## config.mk

```make
export PLATFORM = sky130hd
export DESIGN_NAME = uart_tx_arbiter
export DESIGN_NICKNAME = d
export VERILOG_FILES = /design/src/rtl/uart_tx_arbiter.sv
export SDC_FILE = /design/constraint.sdc
export NUM_CORES = 1
export LEC_CHECK = 0
export BUFFER_PORTS_ARGS = -buffer_cell sky130_fd_sc_hd__buf_2
export CORE_UTILIZATION = 40
export CTS_BUF_LIST = sky130_fd_sc_hd__clkbuf_8
export DETAILED_ROUTE_END_ITERATION = 6
export PLACE_DENSITY = 0.71
export SKIP_CTS_REPAIR_TIMING = 1
export SLEW_MARGIN = 30
export SYNTH_ARGS = -nofsm -noshare
export SYNTH_HDL_FRONTEND = slang
export SYNTH_SLANG_ARGS = --single-unit
```

## constraint.sdc

```tcl
create_clock -name hz100 -period 5.3 [get_ports hz100]
set_input_delay 0.795 -clock hz100 [delete_from_list [all_inputs] [get_ports hz100]]
set_output_delay 0.795 -clock hz100 [all_outputs]
set_load 0.005 [all_outputs]
```

## src/rtl/uart_tx_arbiter.sv

```systemverilog
// Round-robin arbiter that shares one UART transmit port among N_REQ byte requesters.
// Grant edge -> one-cycle txclk/ack strobe -> wait for txready to drop (or TIMEOUT) -> idle.
module uart_tx_arbiter #(
  parameter int N_REQ   = 4,
  parameter int TIMEOUT = 15
) (
  input  logic               hz100,
  input  logic               reset,
  input  logic [N_REQ-1:0]   req,
  input  logic [8*N_REQ-1:0] req_data,
  output logic [N_REQ-1:0]   ack,
  output logic [7:0]         txdata,
  output logic               txclk,
  input  logic               txready,
  output logic               busy,
  output logic [2:0]         grant_id
);

  localparam int CW = $clog2(TIMEOUT + 1);

  typedef enum logic [1:0] {
    IDLE,
    STROBE,
    WAIT
  } state_t;

  state_t           state_q, state_d;
  logic [2:0]       ptr_q, ptr_d;
  logic [CW-1:0]    cnt_q, cnt_d;
  logic [7:0]       txdata_q, txdata_d;
  logic             txclk_q, txclk_d;
  logic             busy_q, busy_d;
  logic [N_REQ-1:0] ack_q, ack_d;
  logic [2:0]       gid_q, gid_d;

  logic             found_hi, found_lo;
  logic [2:0]       winner_hi, winner_lo, winner;
  logic [7:0]       sel_byte;

  // Search ptr..N_REQ-1 first; fall back to the lowest requester below ptr (wrap-around).
  always_comb begin
    found_hi  = 1'b0;
    found_lo  = 1'b0;
    winner_hi = '0;
    winner_lo = '0;
    for (int j = 0; j < N_REQ; j++) begin
      if (req[j] && !found_hi && (j >= int'(ptr_q))) begin
        found_hi  = 1'b1;
        winner_hi = 3'(j);
      end
      if (req[j] && !found_lo) begin
        found_lo  = 1'b1;
        winner_lo = 3'(j);
      end
    end
    winner = found_hi ? winner_hi : winner_lo;
  end

  always_comb begin
    sel_byte = '0;
    for (int j = 0; j < N_REQ; j++) begin
      if (winner == 3'(j)) begin
        sel_byte = req_data[8*j +: 8];
      end
    end
  end

  always_comb begin
    state_d  = state_q;
    ptr_d    = ptr_q;
    cnt_d    = cnt_q;
    txdata_d = txdata_q;
    gid_d    = gid_q;
    txclk_d  = 1'b0;
    ack_d    = '0;
    case (state_q)
      IDLE: begin
        if (txready && found_lo) begin
          state_d  = STROBE;
          txdata_d = sel_byte;
          gid_d    = winner;
          txclk_d  = 1'b1;
          ack_d    = N_REQ'(1) << winner;
          ptr_d    = (winner == 3'(N_REQ - 1)) ? 3'd0 : winner + 3'd1;
        end
      end
      STROBE: begin
        state_d = WAIT;
        cnt_d   = '0;
      end
      WAIT: begin
        // A transmitter that never reports busy is abandoned after TIMEOUT+1 cycles.
        if (!txready || (cnt_q == CW'(TIMEOUT))) begin
          state_d = IDLE;
        end else begin
          cnt_d = cnt_q + 1'b1;
        end
      end
      default: state_d = IDLE;
    endcase
    busy_d = (state_d != IDLE);
  end

  always_ff @(posedge hz100) begin
    if (reset) begin
      state_q  <= IDLE;
      ptr_q    <= '0;
      cnt_q    <= '0;
      txdata_q <= 8'h00;
      txclk_q  <= 1'b0;
      busy_q   <= 1'b0;
      ack_q    <= '0;
      gid_q    <= '0;
    end else begin
      state_q  <= state_d;
      ptr_q    <= ptr_d;
      cnt_q    <= cnt_d;
      txdata_q <= txdata_d;
      txclk_q  <= txclk_d;
      busy_q   <= busy_d;
      ack_q    <= ack_d;
      gid_q    <= gid_d;
    end
  end

  assign ack      = ack_q;
  assign txdata   = txdata_q;
  assign txclk    = txclk_q;
  assign busy     = busy_q;
  assign grant_id = gid_q;

endmodule

```

### After elaboration in Yosys (flattened, before gate mapping)

Cells that the tools add are included.

| storage, ports and cells | value |
|---|---|
| bits in registers | 26 |
| latch bits | 0 |
| RAM bits | 0 |
| bits in read-only memories | 0 |
| output and inout port bits | 17 |
| memories | 0 |

| operators by class | value |
|---|---|
| $add $sub $neg | 2 |
| $mul | 0 |
| divide/modulo/power cells | 0 |
| order comparisons | 4 |
| eq/ne operators | 7 |
| shifts and indexed selects | 1 |
| multiplexer cells | 26 |
| bitwise operators | 2 |
| reduce and logical (&&, ||, !) cells | 27 |

Operator list:

| cell | number |
|---|---|
| 8-bit 2-to-1 mux | 4 |
| 3-bit 2-to-1 mux | 6 |
| 1-bit logical AND | 11 |
| 1-bit 2-to-1 mux | 11 |
| 4-bit case mux with 2 select lines | 1 |
| 1-bit zero test | 7 |
| 3-bit by 2-bit equality test with 1-bit output (second input constant) | 2 |
| 1-bit by 3-bit >= comparator with 1-bit output (first input constant) | 2 |
| 2-bit by 3-bit >= comparator with 1-bit output (first input constant) | 2 |
| 2-bit case mux with 3 select lines | 1 |
| 4-bit by 1-bit adder with 4-bit output (second input constant) | 1 |
| 4-bit equality test (second input constant) | 1 |
| 2-bit 2-to-1 mux | 2 |
| 4-bit 2-to-1 mux | 1 |
| 2-bit AND reduction | 2 |
| 2-bit nonzero test | 2 |
| 1-bit by 3-bit left shift with 4-bit output (first input constant) | 1 |
| 3-bit by 1-bit adder with 3-bit output (second input constant) | 1 |
| 3-bit by 1-bit equality test with 1-bit output (second input constant) | 1 |
| 3-bit zero test | 1 |
| 3-bit OR reduction | 1 |
| 2-bit by 1-bit equality test with 1-bit output (second input constant) | 1 |
| 2-bit equality test (second input constant) | 1 |
| 2-bit zero test | 1 |
| other kinds (4) | 5 |

### Logic depth before layout (Yosys ltp)

Gate-level depths: netlist of run 1.

| logic depth | value |
|---|---|
| word-level depth | 21 |
| gate-level depth with buffers | 11 |
| depth with buffers taken out | 9 |

### Worst setup path before layout of run 1

No wires, ideal clock.

| path | value |
|---|---|
| kind | input to register |
| from | input port req[0] |
| to | register txdata_q[6] (netlist: txdata[6]) |
| library setup time | 120 ps |
| data arrival time | 2556 ps |
| slack | 2624 ps |
| stages | 10 |
| buffers on the path | 2 |
| path through | nor2b_1 or3_1 a21o_1 inv_1 ha_1 buf_1 buf_2 a21oi_1 a221oi_2 nor2_1 |

| on the way | value |
|---|---|
| cells in the longest elaborated chain, start to end | 20 |

Ends and longest elaborated chain:

| what | line | source |
|---|---|---|
| from (decl) | 9 | `input logic [N_REQ-1:0] req,` |
| 1-bit logical AND | 47 | `if (req[j] && !found_hi && (j >= int'(ptr_q))) begin` |
| 1-bit 2-to-1 mux | 47 |  |
| 1-bit zero test | 47 |  |
| 1-bit logical AND (2 in series) | 47 |  |
| 1-bit 2-to-1 mux | 47 |  |
| 1-bit zero test | 47 |  |
| 1-bit logical AND (2 in series) | 47 |  |
| 1-bit 2-to-1 mux | 47 |  |
| 1-bit zero test | 47 |  |
| 1-bit logical AND (2 in series) | 47 |  |
| 3-bit 2-to-1 mux or 1-bit 2-to-1 mux (tied branches) | 47 |  |
| 3-bit 2-to-1 mux (*) | 56 | `winner = found_hi ? winner_hi : winner_lo;` |
| net winner[0] | 37 | `logic [2:0] winner_hi, winner_lo, winner;` |
| 3-bit zero test | 62 | `if (winner == 3'(j)) begin` |
| 8-bit 2-to-1 mux (3 in series) | 62 |  |
| 8-bit 2-to-1 mux (*) | 62 |  |
| to (signal assigned) | 118 | `txdata_q <= txdata_d;` |
| to (decl) | 30 | `logic [7:0] txdata_q, txdata_d;` |

Mark *: on every way through the listed nets, which the timed path passes. The rest lies on a longest branch.
A chain may end at the register's enable or synchronous reset.

### Final worst setup path of run 1

| path | value |
|---|---|
| from | input port req[0] |
| to | register txdata_q[5] (netlist: txdata[5]) |

The elaborated chain is that of the path after synthesis.

==> impl_metrics.csv, run 1 <==
group,metric,value,unit
status,status,"finished clean",
cts,htree_levels,1,
hold_path,min-delay-path-class,"reg2reg",
synthesis,share_of_async_settable_or_async_resettable_flops_after_synthesis,0,%
drt,drtIter0Drc,55,
sta,report.final.slew_viol_count,0,
drt,drc,0,
hold_path,worst_hold_path.num_cells,2,
cells_and_area,final_layout_net_count,250,
placement,hpwl,2210,um
drt,route.vias.total,1217,
sta,setup_repair_after_global_routing_missed_its_margin,"false",
setup_path,r2r_setup_slk,2980,ps
power,power.density,264,nW/um2
floorplanning,chip_height,58.8,um
cts,worst_case_clock_buffer_depth,2,
sta,fin_ws,2620,ps
cts,cts_sinks,24,
hold_path,holdCritStartpoint,"grant_id[0]",
global_routing,grt_pass1_wl,4760,um
setup_path,critical_path.endpoint_type,"flop",
synthesis,syn_avg_cell_area,8.21,um2
placement,routabilityCongestion,0.750,
power,irDropWorstVdd,142,uV
drt,post_drt_wl_per_cell,11.5,um
synthesis,yosys_warnings,0,
floorplanning,io-pin-count,56,
global_routing,maximum_number_of_pins_on_one_net_before_global_route_repair,17,
cts,cts.clk_slew.worst_paths,80,ps
job,max_cap_violations,0,
cells_and_area,finalCoreUtilization,52.7,%
floorplanning,die_outline_width,58.8,um
drt,antenna_left,0,
cells_and_area,n_antenna_cell,0,
floorplanning,core_area,3050,um2
placement,io_buffer_count,54,
setup_path,worst-endpoint-required,5440,ps
cts,worstSkewPairLatency,250,ps
sta,slew_headroom,56.3,%
power,leakagePower,0.789,nW
synthesis,synth-main-ff-cell,"dfxtp_1",
global_routing,grt_pass1_vias,1109,
synthesis,yosys.area.top_type_share,37.3,%
synthesis,synth-seq-area-share,37.3,%
drt,avgViaCountPerCell,4.91,
synthesis,synthTopCellsByArea,"dfxtp_1, a21oi_1, a221oi_2",
setup_path,r2r_end,"txdata[5]",
synthesis,synth_nets,201,
setup_path,worst_ep_arrival_time,2820,ps
sta,fin_crit_sh,50.6,%
global_routing,global_route_usage_sum,17.8,%
synthesis,post_synth_most_frequent_cells,"dfxtp_1, a21oi_1, o21ai_0, nand2_1",
setup_path,criticalPathCategory,"in2reg",
sta,totalNegativeSetupSlack,0,ps
sta,max_slew.worst_pin.slew,652,ps
cells_and_area,area.growth.synth_to_final,24.8,%
setup_path,worst_setup_sp_type,"input pin",
drt,drt_pre_antenna_iters,4,
synthesis,synth_area,1290,um2
sta,setup-violations-final,0,
synthesis,yosysUniqueCellTypes,36,
hold_path,holdPathEnd,"grant_id[0]",
floorplanning,floorplan.die_area,3450,um2
sta,final_hold_viol_count,0,
placement,dp_worst_setup_slack,2340,ps
power,design_power_total,425,uW
sta,clock_skew,2.62,ps
sta,achievable-frequency,373,MHz
synthesis,postSynthRegisterBits,24,
sta,period_minus_slack,2680,ps
setup_path,r2r_cells,8,
cts,cts_buffers,3,
global_routing,globalRouteOverflowTotal,0,
synthesis,syn-instance-count,157,
synthesis,number_of_flops_mapped_to_enable_cells_by_yosys,0,
cts,cts_tree,"done",
cts,cts_root_buffer,"clkbuf_8",
synthesis,synth_largest_area_cell,"dfxtp_1",
floorplanning,initial_utilization,42.2,%
setup_path,critical_path.max_fanout,16,
setup_path,r2r_start,"ptr_q[0]",
drt,route.final.wire_length,2840,um
cells_and_area,post_route_cells_drive_above_1_share,34.3,%
floorplanning,floorplan.rows,20,
synthesis,post-synth-top-count-cell,"dfxtp_1",
global_routing,grt_antenna_before_repair,0,
final cells by class:
type	instances	area, um2
Fill cell	321	1450
Multi-Input combinational cell	110	712
Sequential cell	24	480
Timing Repair Buffer	54	270
Tap cell	44	55.1
Inverter	13	48.8
Clock buffer	3	41.3
metal layers:
metal | GRT usage (%) | vias to the layer above | wire [um]
li1 | - | 644 | -
met1 | 23.2 | 540 | 1370
met2 | 30.0 | 31 | 1310
met3 | 3.08 | 2 | 151
met4 | 5.44 | 0 | 18
met5 | 0 | - | 0
logic make-up after synthesis:
family,synth area share [%]
compound gates,29.0
simple gates,19.8
flops,37.3
buf+inv,7.86
fa+ha+maj,4.85
mux,0.874
other cells,0.291
worst max-delay path by stage:
stage / start / to / slack (ps)
6_report: req[0] / txdata[5] / 2620
5_1_grt: req[0] / txdata[5] / 2420
4_1_cts: req[0] / txdata[5] / 2620
3_5_place_dp: req[0] / txdata[5] / 2340
3_3_place_gp: req[0] / txdata[5] / 2370
2_1_floorplan: req[0] / txdata[6] / 2620
power by group:
part	internal [mW]	leakage, nW	total, mW	switching (mW)
clock network	0.0506	0.0216	0.102	0.0509
registers	0.194	0.197	0.202	0.00757
logic	0.0524	0.571	0.122	0.0696
total	0.297	0.789	0.425	0.128
layout by cell type, fill, tap and decap left out, drive strengths merged, types with 2 or more instances in the layout:
| cell | count |
|---|---|
| clkbuf | 3 |
| ha | 5 |
| nor2 | 12 |
| nand3 | 5 |
| nor4 | 2 |
| nor2b | 3 |
| nand2 | 14 |
| a221oi | 8 |
| o21ai | 18 |
| dfxtp | 24 |
| nand2b | 2 |
| nor3 | 5 |
| or3 | 2 |
| buf | 54 |
| a21oi | 21 |
| inv | 13 |
critical path: stages:
cell and delay [ps]:
buf_2 120, nor2b_1 130, or3_1 340, a21o_1 250
inv_1 150, ha_1 580, a21oi_1 110, a221oi_2 270
nor2_1 80
per-stage QoR:
stage               hold WS, ps  instance area [um2]  cells
finish                      478                 1610    248
global route                517                 1610    248
CTS                         479                 1610    248
detailed placement          468                 1570    245
global placement            470                 1560    245
floorplan                   466                 1290    157
state kept, by name, indices dropped and copies added (netlist names):
signal    cells
ack           4
txdata        8
state_q       2
grant_id      2
txclk         1
cnt_q         4
ptr_q         2
busy          1
No activity file was read; power rests on OpenSTA's default activity.
==> inputs of run 2 (changes only) <==
- ABC_AREA: unset -> 1
- clock period: 5.3 -> 2.7 ns (I/O delays scaled with it)
==> run 2 against run 1 <==
Compared with the run above:
- combinational power rose by 110%
- global-route usage decreased by 0.25 points
- clock power grew 99%
- die area up 0.66%
- setup slack lost 1900 ps
- critical path type is now reg2reg
- flip-flop and latch count unchanged
- highest routed layer unchanged
- register-to-register slack lost 2300 ps
- critical path depth increased by 5
==> impl_metrics.csv, run 2 <==
group,metric,value,unit
global_routing,global_route_usage_sum,17.6,%
cts,htree_levels,1,
drt,drc,0,
floorplanning,floorplan.rows,20,
synthesis,yosysUniqueCellTypes,29,
synthesis,synth_area,1300,um2
floorplanning,chip_height,59.0,um
cts,cts_root_buffer,"clkbuf_8",
drt,avgViaCountPerCell,4.68,
setup_path,critical_path.max_fanout,9,
drt,route.vias.total,1225,
synthesis,post-synth-top-count-cell,"nand2_1",
global_routing,groute.layer.met3.usage,5.71,%
setup_path,critPathSlowestCell,"ha_1",
setup_path,critical_path.endpoint_type,"flop",
power,power.density,531,nW/um2
setup_path,worst_ep_arrival_time,2180,ps
synthesis,synth_nets,212,
synthesis,share_of_async_settable_or_async_resettable_flops_after_synthesis,0,%
drt,route.final.wire_length,2710,um
cells_and_area,n_antenna_cell,0,
cts,worstSkewPairLatency,260,ps
cells_and_area,final_layout_net_count,264,
sta,clock_skew,1.43,ps
setup_path,worst_setup_sp_type,"flop",
cells_and_area,num-fill-cells,310,
sta,period_minus_slack,1990,ps
setup_path,worst-endpoint-required,2890,ps
drt,post_drt_wl_per_cell,10.4,um
status,status,"finished clean",
cells_and_area,largest_reg_flops,8,
cells_and_area,layout.cells.most_common,"buf_2",
synthesis,synthTopCellsByArea,"dfxtp_1, nand2_1, a21oi_1",
floorplanning,floorplan.die_area,3480,um2
synthesis,synth-seq-area-share,37.0,%
synthesis,synth_largest_area_cell,"dfxtp_1",
placement,io_buffer_count,54,
placement,placedInstanceArea,1570,um2
sta,setup_repair_after_global_routing_missed_its_margin,"false",
power,irDropWorstVdd,392,uV
floorplanning,initial_utilization,42.5,%
sta,final_hold_viol_count,0,
sta,setup-violations-final,0,
synthesis,yosys.area.top_type_share,37.0,%
cts,worst_case_clock_buffer_depth,2,
floorplanning,io-pin-count,56,
cells_and_area,most-common-layout-cells,"buf_2, nand2_1, a21oi_1, dfxtp_1",
global_routing,global_route.peak_usage_layer,"met2",
placement,routabilityCongestion,0.872,
global_routing,globalRouteOverflowTotal,0,
synthesis,synth-main-ff-cell,"dfxtp_1",
sta,achievable-frequency,503,MHz
synthesis,syn-instance-count,168,
global_routing,met2_usage,29.7,%
cells_and_area,post_route_cells_drive_above_1_share,38.5,%
power,leakagePower,0.785,nW
cells_and_area,post-route-cell-area,1620,um2
floorplanning,core_area,3050,um2
hold_path,min-delay-path-class,"in2reg",
cts,cts_sinks,24,
synthesis,post_synth_most_frequent_cells,"nand2_1, a21oi_1, dfxtp_1, inv_1, nor2_1",
setup_path,cpPeakStageDelay,330,ps
cts,cts_buffers,3,
job,max_cap_violations,0,
global_routing,grt_pass1_wl,4630,um
drt,drtIter0Drc,57,
synthesis,syn_avg_cell_area,7.72,um2
cells_and_area,area.growth.synth_to_final,24.5,%
cts,cts.clk_slew.worst_paths,80,ps
sta,fin_crit_sh,73.6,%
sta,totalNegativeSetupSlack,0,ps
global_routing,grt_pass1_vias,1126,
synthesis,yosys_warnings,0,
drt,drt_pre_antenna_iters,4,
setup_path,cp.buffers_inverters,2,
setup_path,criticalPathCategory,"reg2reg",
sta,report.final.slew_viol_count,0,
placement,dp.cells,259,
cells_and_area,post_layout_nonfiller_instances,262,
drt,antenna_left,0,
global_routing,maximum_number_of_pins_on_one_net_before_global_route_repair,18,
setup_path,path_cells,"inv_2, nand2_1, nand2_1, nand2_1, nand2_1, nand2_1, nand2_2, inv_2, ha_1, nor2_4, nand2_1, nand2_1, o211ai_1, a21oi_1",
synthesis,postSynthRegisterBits,24,
global_routing,grt_use_met1,22.0,%
cts,cts_tree,"done",
synthesis,number_of_flops_mapped_to_enable_cells_by_yosys,0,
setup_path,worst_path_most_repeated_cell,"nand2_1",
floorplanning,die_outline_width,59.0,um
placement,hpwl,2160,um
setup_path,crit_path_leading_delay_family,"simple AND/OR/NAND/NOR gates",
global_routing,grt_antenna_before_repair,0,
run 2: cell types whose count changed in the layout (fill, tap and decap cells not counted), moves of 3 or more:
cell      delta
a21oi_2      +8
o211ai_1     +8
a221oi_2     -7
inv_1        -3
o21ai_1      +3
a21oi_1      +3
nand2_1     +22
nor3_1       -4
nor2b_1      -3
o21ai_0     -10
inv_2        +6
nor2_1       -3
run 2: area by class of cell:
class | count | area, um2 | share of cell area, %
inverters | 18 | 70.1 | 4.34
repair buffers | 54 | 270 | 16.7
flip-flops and latches | 24 | 480 | 29.7
clock buffers | 3 | 41.3 | 2.56
well taps | 44 | 55.1 | 3.41
multi-input cells | 119 | 698 | 43.2
run 2: cells by family after synthesis:
group                    count (synthesis)  share of synthesized area (%)
other                                    1                          0.289
XOR/XNOR                                 1                          0.675
AND/OR/NAND/NOR                         59                           22.6
buffers and inverters                   25                           9.16
adder cells (fa/ha/maj)                  5                           4.82
AO/OA/AOI/OAI                           53                           25.5
flip-flops                              24                           37.0
run 2: metal layers:
metal  up-vias  share of wire, %
li1        661                 -
met4         0              0.70
met5         -                 0
met2        32                44
met3         2               5.1
met1       530                50
run 2: stage by stage:
step | power, mW | hold slack, ps | utilization [%] | setup WS [ps]
after floorplan | 0.587 | 457 | - | 934
after global placement | 0.666 | 466 | 51.6 | 612
after detailed placement | 0.666 | 470 | 51.6 | 559
after CTS | 0.869 | 433 | 52.9 | 714
after global routing | 0.919 | 443 | 52.9 | 464
final | 0.858 | 435 | 52.9 | 712
run 2: worst paths after layout:
kind | end | depth (start not counted) | start | slack (ps)
max | txdata[0] | 14 | ptr_q[0] | 710
min | txdata[4] | 3 | req_data[20] | 430
max reg2reg | txdata[0] | 14 | ptr_q[0] | 710
min reg2reg | grant_id[0] | 2 | grant_id[0] | 480
run 2: power by group:
group          switching, mW  internal [mW]  leakage (nW)
registers             0.0131          0.382         0.197
clock network          0.103         0.0996        0.0216
logic                  0.155          0.106         0.566
run 2: worst reg2reg max path, stage by stage (launching register included):
cell	delay, ps
dfxtp_1	310
inv_2	70
nand2_1	70
nand2_1	60
nand2_1	100
nand2_1	80
nand2_1	80
nand2_2	130
inv_2	70
ha_1	330
nor2_4	260
nand2_1	70
nand2_1	60
o211ai_1	90
a21oi_1	150
==> inputs of run 3 (changes only) <==
- clock period: 2.7 -> 1.9 ns (I/O delays scaled with it)
==> run 3 against run 2 <==
Compared with the run above:
- final cell count increased by 1.5%
- worst hold slack got worse by 130 ps
- critical path depth decreased by 4
- non-clock buffer count increased by 3
- count of clock-buffer cells in the layout increased by 1
- critical path type unchanged
- critical endpoint is now txdata[6]
- largest power group unchanged
- highest routed layer unchanged
==> impl_metrics.csv, run 3 (synthesis results as in run 2) <==
group,metric,value,unit
setup_path,r2r_end,"txdata[6]",
power,internal_dissipation,906,uW
cts,cts_tree,"done",
power,pwr-share-comb,32.4,%
global_routing,maximum_number_of_pins_on_one_net_before_global_route_repair,18,
cts,cts_sinks,24,
floorplanning,floorplan.die_area,3480,um2
floorplanning,chip_height,59.0,um
cts,cts_buffers,3,
cells_and_area,most-common-layout-cells,"buf_2, nand2_1, a21oi_1, dfxtp_1",
sta,period_minus_slack,1770,ps
power,design_power_total,1.33,mW
power,leakagePower,0.807,nW
hold_path,holdCritStartpoint,"req_data[28]",
hold_path,min-delay-path-class,"in2reg",
drt,antenna_left,0,
sta,final_hold_viol_count,0,
cells_and_area,finalCoreUtilization,56.8,%
status,status,"finished clean",
sta,final.hold.worst_slack,304,ps
floorplanning,initial_utilization,42.5,%
cells_and_area,layout.cells.most_common,"buf_2",
cts,worstSkewPairLatency,260,ps
setup_path,worst-endpoint-required,2050,ps
sta,setup-violations-final,0,
setup_path,worst_ep_arrival_time,1920,ps
drt,drc,0,
floorplanning,die_outline_width,59.0,um
global_routing,globalRouteOverflowTotal,0,
floorplanning,core_area,3050,um2
hold_path,worst_hold_path.num_cells,3,
sta,fin_crit_sh,93.3,%
placement,hpwl,2300,um
cts,worst_case_clock_buffer_depth,2,
setup_path,critical_path.max_fanout,9,
setup_path,worst_setup_sp_type,"flop",
placement,routabilityCongestion,0.937,
drt,route.final.wire_length,3040,um
drt,drt_pre_antenna_iters,4,
cells_and_area,final_layout_net_count,267,
global_routing,grt_pass1_vias,1244,
cts,cts.clk_slew.worst_paths,80,ps
cells_and_area,largest_reg_flops,8,
job,max_cap_violations,0,
drt,route.vias.total,1287,
cells_and_area,n_antenna_cell,0,
cts,htree_levels,1,
drt,drtIter0Drc,45,
sta,report.final.slew_viol_count,0,
placement,io_buffer_count,54,
global_routing,global_route_usage_sum,19.0,%
setup_path,r2r_cells,10,
power,p_seq_share,42.3,%
floorplanning,io-pin-count,56,
hold_path,holdPathEnd,"txdata[4]",
sta,achievable-frequency,564,MHz
global_routing,grt_antenna_before_repair,0,
power,p_sw,426,uW
cells_and_area,post_route_cells_drive_above_1_share,45.9,%
drt,avgViaCountPerCell,4.84,
floorplanning,floorplan.rows,20,
sta,clock_skew,3.39,ps
setup_path,r2r_start,"ptr_q[1]",
setup_path,r2r_setup_slk,130,ps
power,netSwitchingFraction,32.0,%
setup_path,critical_path.endpoint_type,"flop",
setup_path,criticalPathCategory,"reg2reg",
drt,post_drt_wl_per_cell,11.4,um
cts,cts_root_buffer,"clkbuf_8",
power,p_clk_share,25.3,%
power,irDropWorstVdd,333,uV
power,power.density,768,nW/um2
global_routing,grt_pass1_wl,4970,um
cells_and_area,area.growth.synth_to_final,33.7,%
[run 3: worst max-delay path by stage]
| stage | start | end | cells past startpoint |
|---|---|---|---|
| finish | ptr_q[1] | txdata[6] | 10 |
| global route | ptr_q[1] | txdata[2] | 11 |
| CTS | ptr_q[0] | txdata[6] | 14 |
| detailed placement | req[0] | txdata[1] | 14 |
| global placement | req[0] | txdata[2] | 14 |
| floorplan | ptr_q[0] | txdata[3] | 15 |
[run 3: area by class of cell]
cell class / count / area [um2]
inverter: 18 / 72.6
fill: 303 / 1320
sequential: 24 / 482
multi-input combinational: 119 / 773
tap: 44 / 55.1
clock buffer: 4 / 55.1
timing repair buffer: 57 / 297
[run 3: worst max-delay path, stage by stage, from the launching register on]
cell	delay (ps)
dfxtp_1	330
inv_2	70
o21ai_4	220
nand4_1	140
nand2_2	170
inv_2	80
ha_2	230
a21oi_1	160
nand2_1	70
o211ai_1	100
a21oi_1	90
[run 3: through the flow]
| step | cells | TNS (ps) | cell area [um2] | worst slack [ps] |
|---|---|---|---|---|
| finish | 266 | 0 | 1730 | 127 |
| global route | 266 | -6.05 | 1730 | -6.05 |
| CTS | 266 | -20.6 | 1650 | -8.03 |
| detailed placement | 262 | -49.1 | 1600 | -21.7 |
| global placement | 262 | 0 | 1600 | 36.6 |
| floorplan | 168 | 0 | 1300 | 189 |
[run 3: metal layers]
layer	wire [um]	global-route usage (%)
met1	1320	21.3
met3	148	3.96
met5	0	0
met4	59	9.52
met2	1510	33.9
[run 3: power groups by stage]
stage                     registers, mW  logic (mW)  clock network, mW
after floorplan                   0.576       0.258                  0
after global placement            0.574       0.382                  0
after detailed placement          0.573       0.385                  0
after CTS                         0.562       0.388              0.355
after global routing              0.569       0.478              0.373
final                             0.563       0.432              0.338
